--- config.mk ---
export PLATFORM = sky130hd
export DESIGN_NAME = barrido_display
export DESIGN_NICKNAME = d
export VERILOG_FILES = /design/src/rtl/barrido_display.sv
export SDC_FILE = /design/constraint.sdc
export NUM_CORES = 1
export LEC_CHECK = 0
export ABC_CLOCK_PERIOD_IN_PS = 2170
export CAP_MARGIN = 25
export CORE_MARGIN = 1.5
export CORE_UTILIZATION = 53
export CTS_BUF_LIST = sky130_fd_sc_hd__clkbuf_16
export DETAILED_ROUTE_END_ITERATION = 7
export PLACE_DENSITY = 0.79
export SLEW_MARGIN = 25
export SYNTH_ARGS = -nofsm -noshare
export SYNTH_HDL_FRONTEND = slang
export SYNTH_SLANG_ARGS = --single-unit
--- constraint.sdc ---
create_clock -name clk -period 2.17 [get_ports clk]
set_input_delay 0.651 -clock clk [delete_from_list [all_inputs] [get_ports clk]]
set_output_delay 0.651 -clock clk [all_outputs]
set_load 0.01 [all_outputs]
--- src/rtl/barrido_display.sv ---
// ---------------------------------------------------------------------------
// barrido_display
// Display-scan stage for the Booth multiplier board. Divides clk down to the
// digit refresh rate, steps the 3-bit digit-position code read by the anode
// decoder, latches the 5-digit BCD magnitude and sign of the product, and
// drives the registered active-low segment pattern of the selected digit.
//
// Ports:
//   clk                  system clock
//   reset                asynchronous, active-high reset
//   cargar               one-cycle load strobe for bcd_in / signo
//   bcd_in[19:0]         five BCD digits, [3:0] units .. [19:16] ten-thousands
//   signo                1 = product negative
//   contador_actualizar  digit-position code (000,001,010,011,101)
//   segmentos[6:0]       active-low segments, order gfedcba
//   led_negativo         latched sign
//   bcd_invalido         a latched nibble is greater than 9
//
// Build option: define BLANK_CEROS_EN to blank leading zeros (digits 1..4).
//
// state    | meaning
// POS_UNI  | 000: units digit selected
// POS_DEC  | 001: tens digit selected
// POS_CEN  | 010: hundreds digit selected
// POS_MIL  | 011: thousands digit selected
// POS_DMIL | 101: ten-thousands digit selected (code fixed by anode decoder)
// ---------------------------------------------------------------------------
module barrido_display #(
    parameter int FREC_RELOJ    = 100_000_000,
    parameter int FREC_REFRESCO = 10_000,
    parameter int DIV           = FREC_RELOJ / FREC_REFRESCO
) (
    input  logic        clk,
    input  logic        reset,
    input  logic        cargar,
    input  logic [19:0] bcd_in,
    input  logic        signo,
    output logic [2:0]  contador_actualizar,
    output logic [6:0]  segmentos,
    output logic        led_negativo,
    output logic        bcd_invalido
);
    localparam int            PW      = (DIV > 1) ? $clog2(DIV) : 1;
    localparam logic [PW-1:0] PRE_MAX = PW'(DIV - 1);

    typedef enum logic [2:0] {
        POS_UNI  = 3'b000,
        POS_DEC  = 3'b001,
        POS_CEN  = 3'b010,
        POS_MIL  = 3'b011,
        POS_DMIL = 3'b101
    } pos_t;

    pos_t          pos;
    pos_t          pos_next;
    logic [PW-1:0] pre;
    logic          tick;
    logic [19:0]   digitos;
    logic          invalido_in;
    logic [3:0]    cero_sup;
    logic [3:0]    digito_sel;
    logic          blanco;
    logic [6:0]    seg_next;

    function automatic logic [6:0] decodificar(input logic [3:0] d);
        logic [6:0] s;
        case (d)
            4'd0:    s = 7'b1000000;
            4'd1:    s = 7'b1111001;
            4'd2:    s = 7'b0100100;
            4'd3:    s = 7'b0110000;
            4'd4:    s = 7'b0011001;
            4'd5:    s = 7'b0010010;
            4'd6:    s = 7'b0000010;
            4'd7:    s = 7'b1111000;
            4'd8:    s = 7'b0000000;
            4'd9:    s = 7'b0010000;
            default: s = 7'b1111111;
        endcase
        return s;
    endfunction

    // Prescaler: tick is high for the one cycle the count sits at DIV-1.
    assign tick = (pre == PRE_MAX);

    always_ff @(posedge clk or posedge reset) begin
        if (reset) begin
            pre <= '0;
        end else if (tick) begin
            pre <= '0;
        end else begin
            pre <= pre + 1'b1;
        end
    end

    always_ff @(posedge clk or posedge reset) begin
        if (reset) begin
            pos <= POS_UNI;
        end else begin
            pos <= pos_next;
        end
    end

    always_comb begin
        pos_next = pos;
        if (tick) begin
            case (pos)
                POS_UNI:  pos_next = POS_DEC;
                POS_DEC:  pos_next = POS_CEN;
                POS_CEN:  pos_next = POS_MIL;
                POS_MIL:  pos_next = POS_DMIL;
                default:  pos_next = POS_UNI;   // POS_DMIL and stray codes
            endcase
        end
    end

    assign contador_actualizar = pos;

    always_comb begin
        invalido_in = 1'b0;
        for (int i = 0; i < 5; i++) begin
            if (bcd_in[4*i +: 4] > 4'd9) begin
                invalido_in = 1'b1;
            end
        end
    end

    always_ff @(posedge clk or posedge reset) begin
        if (reset) begin
            digitos      <= '0;
            led_negativo <= 1'b0;
            bcd_invalido <= 1'b0;
        end else if (cargar) begin
            digitos      <= bcd_in;
            led_negativo <= signo;
            bcd_invalido <= invalido_in;
        end
    end

    // cero_sup[k-1]: digit k and every digit above it are zero.
`ifdef BLANK_CEROS_EN
    assign cero_sup = {digitos[19:16] == 4'd0,
                       digitos[19:12] == 8'd0,
                       digitos[19:8]  == 12'd0,
                       digitos[19:4]  == 16'd0};
`else
    assign cero_sup = 4'b0000;
`endif

    always_comb begin
        digito_sel = 4'hF;      // stray position codes show blank
        blanco     = 1'b0;
        case (pos)
            POS_UNI:  digito_sel = digitos[3:0];
            POS_DEC:  begin digito_sel = digitos[7:4];   blanco = cero_sup[0]; end
            POS_CEN:  begin digito_sel = digitos[11:8];  blanco = cero_sup[1]; end
            POS_MIL:  begin digito_sel = digitos[15:12]; blanco = cero_sup[2]; end
            POS_DMIL: begin digito_sel = digitos[19:16]; blanco = cero_sup[3]; end
            default:  ;
        endcase
        seg_next = blanco ? 7'b1111111 : decodificar(digito_sel);
    end

    // Registered from current position and latched data: one cycle behind
    // both, so a load coinciding with a tick shows the new data at the new
    // position on the following cycle.
    always_ff @(posedge clk or posedge reset) begin
        if (reset) begin
            segmentos <= 7'b1000000;
        end else begin
            segmentos <= seg_next;
        end
    end

endmodule
==> metrics.md <==
| Metric | Value |
|---|---|
| Post-CTS Setup Repair Bufs | 0 |
| Clk_lat worst skew | between 0.2 and 0.3 ns |
| Worst slew pin tran | about 0.55 ns |
| Outcome | completed |
| Synth Register Bits | 46 |
| Clock buffer count from CTS | 5 |
| Hold Fails Final Rpt | 0 |
| Detailed Route Iter0 Violations | 74 |
| Combinational Power Share | between 10 and 15% |
| Synth Instances | about 190 |
| Placed Area | about 2700 µm² |
| Largest net degree at the start of global routing | 47 |
| Avg WL per Cell | 13.8 µm |
| First-pass GRT wire length | ~6.9 mm |
| Clock share of power | 36.6% |
| Critical path arrival | 1.42 ns |
| Fin crit share | a little over nine tenths |
| Post-DP HPWL | ~2.8 mm |
| Slew Limit Fails | 0 |
| Drt pass-1 iters | 4 |
| Root buf cell | clkbuf_16 |
| Commonest cells after routing, fill and taps aside | 43 x dfrtp_1, 35 x clkdlybuf4s50_1, 22 x mux2_2 |
| PwrDens | around 690 nW/µm² |
| Post-synth EDFFs | 0 |
| Netlist cell types | 45 |
| Number of global-route vias before repair | between 1500 and 2000 |
| CP max FO | 16 |
| Levels on crit path | 1 |
| Critical Path Max Stage Delay | approximately 0.61 ns |
| CP Launch Point | contador_actualizar[1] |
| Pleak | about 1.2 nW |
| CP Data Required Time | approximately 1.5 ns |
| Reg2reg end | segmentos[3] |
| Starting density of the core | 55.1% |
| Period minus WS final | 2.07 ns |
| Final Skew | around 0.0067 ns |
| Area of the core | 4000 µm² |
| # diodes | 0 |
| CTS clock-pin slew for the worst setup and hold paths | ~0.060 ns |
| Via/cell ratio | 5.49 |
| Yosys warns | 0 |
| Final instance area | roughly 2800 µm² |
| Flop2flop setup slack | 0.24 ns |
| DRT antenna net count | 0 |
| RR Startpoint | contador_actualizar[1] |
| H-tree levels | 2 |
| CTS tree | built |
| Sequential area share after synthesis | 52.2% |
| Crit start category | flop |
| RSZ-0062 raised after global routing | no |
| Final WL | between 3 and 4 mm |
| Vias | about 1600 |
| Endpoints failing setup | 0 |
| Clk sink count | 46 |
| Largest delay share family, worst path | buffers and inverters |
| Clock Tree Buf Depth | 2 |
| DRC viols | 0 |
| IO Port Bufs | 35 |
| Die Footprint | roughly 4600 µm² |
| Top FF cell, synth | dfrtp_1 |
| Critical Path Slowest Stage Cell | clkdlybuf4s50_1 |
| Synth-to-layout area growth | 27.1% |
| Die X | ~68 µm |
| Crit-path cells | clkdlybuf4s50_1 |
| Hold Path Class | flop to flop |
| Die Y | approximately 68 µm |
| Final core utilization | a little over two thirds |
| GRT Total Usage | between 20% and 30% |
| Max Cap Viol | 0 |
| CP Capture Point | contador_actualizar[1] |
| Maximum vdd drop | 0.000473 V |
| Io pins | 36 |
| Internal power | 1.50 mW |
| Fmax | about 480 MHz |
| Layout cells sized above 1 | 19.9% |
| Synthesized cell area | 2210 µm² |
| Buf+Inv Stages, Crit Path | 1 |
| GRT overflow | 0 |
| Post-CTS resize count | 2 |
| Async set-reset flop share out of synthesis | 100% |
| Reg2reg path depth | 6 |
| Hold_buf cts | 0 |
| Psw | approximately 430 µW |
| RD Place Congestion | between 0.8 and 0.9 |
| Nets | 263 |
| Reg power frac | just under 50% |
| Critical path type | flop to output pin |
| Syn Area/Cell | approximately 12 µm² |
| Setup TNS | 0 ns |
| CP Capture Type | output pin |
| Switching share of power | 22.3% |
| Initial antenna violation count | 0 |
| Commonest non-fill, non-tap cell in the layout | dfrtp_1 |
| Slew HR | 62.3% |
| Mapped Nets | about 220 |
| # rows | 23 |
==> cell usage after synthesis (all sizes together) (3+ instances only) <==
library cell,number,area [µm²]
ha,4,50.1
mux2,23,259
o21ai,13,65.1
mux2i,4,40.0
nor2b,4,25.0
dfrtp,45,1130
buf,5,40.0
inv,4,15.0
nand3,12,60.1
nand2,10,37.5
a21oi,4,31.3
and3,3,18.8
xor2,8,70.1
nor2,20,77.6
xnor2,3,26.3
==> metal layers <==
| layer | up-vias | GRT usage [%] | wire [µm] |
|---|---|---|---|
| li1 | 764 | - | - |
| met1 | 760 | 27.8 | 1790 |
| met2 | 39 | 31.7 | 1920 |
| met3 | 6 | 5.50 | 191 |
| met4 | 0 | 6.89 | 59 |
| met5 | - | 0 | 0 |
==> power by group through the flow <==
stage	Sequential (mW)	Combinational [mW]	Clock, mW
finish	0.953	0.269	0.705
global route	0.961	0.301	0.757
CTS	0.954	0.274	0.727
detailed placement	0.970	0.272	0
global placement	0.968	0.267	0
floorplan	0.974	0.128	0
==> how the worst min path moves through the flow <==
stage,start,to,slack (ns),cells after the start
finish,pre[7],pre[7],0.50,1
global route,pre[5],pre[5],0.51,1
CTS,digitos[3],digitos[3],0.50,1
detailed placement,digitos[3],digitos[3],0.49,1
global placement,pre[12],pre[12],0.49,1
floorplan,pre[7],pre[7],0.46,1
==> cell type report <==
class | instances | area (µm²)
Inverter | 4 | 15.0
Tap cell | 50 | 62.6
Multi-Input combinational cell | 134 | 991
Sequential cell | 46 | 1150
Clock inverter | 3 | 12.5
Fill cell | 306 | 1200
Timing Repair Buffer | 44 | 443
Clock buffer | 5 | 125
==> metrics by stage <==
stage,setup WS [ns],hold slack (ns),std cells,power (mW)
after global routing,0.0187,0.514,286,2.02
after CTS,0.0989,0.501,286,1.95
after detailed placement,0.114,0.488,278,1.24
final,0.103,0.498,286,1.93
after global placement,0.212,0.487,278,1.24
after floorplan,0.318,0.461,191,1.10
==> registers in the layout, summed over array words and instances (netlist names) <==
signal / flops
pre: 14
digitos: 20
led_negativo: 1
segmentos: 7
contador_actualizar: 3
bcd_invalido: 1
==> cell families after synthesis <==
kind of cell | count (synthesis) | synth area share, %
simple gates | 65 | 15.4
fa+ha+maj | 4 | 2.27
mux | 27 | 13.6
buf+inv | 11 | 2.84
compound gates | 27 | 9.36
flops | 46 | 52.2
xor+xnor | 11 | 4.37
Note: power is estimated with default switching activity, not from simulation.
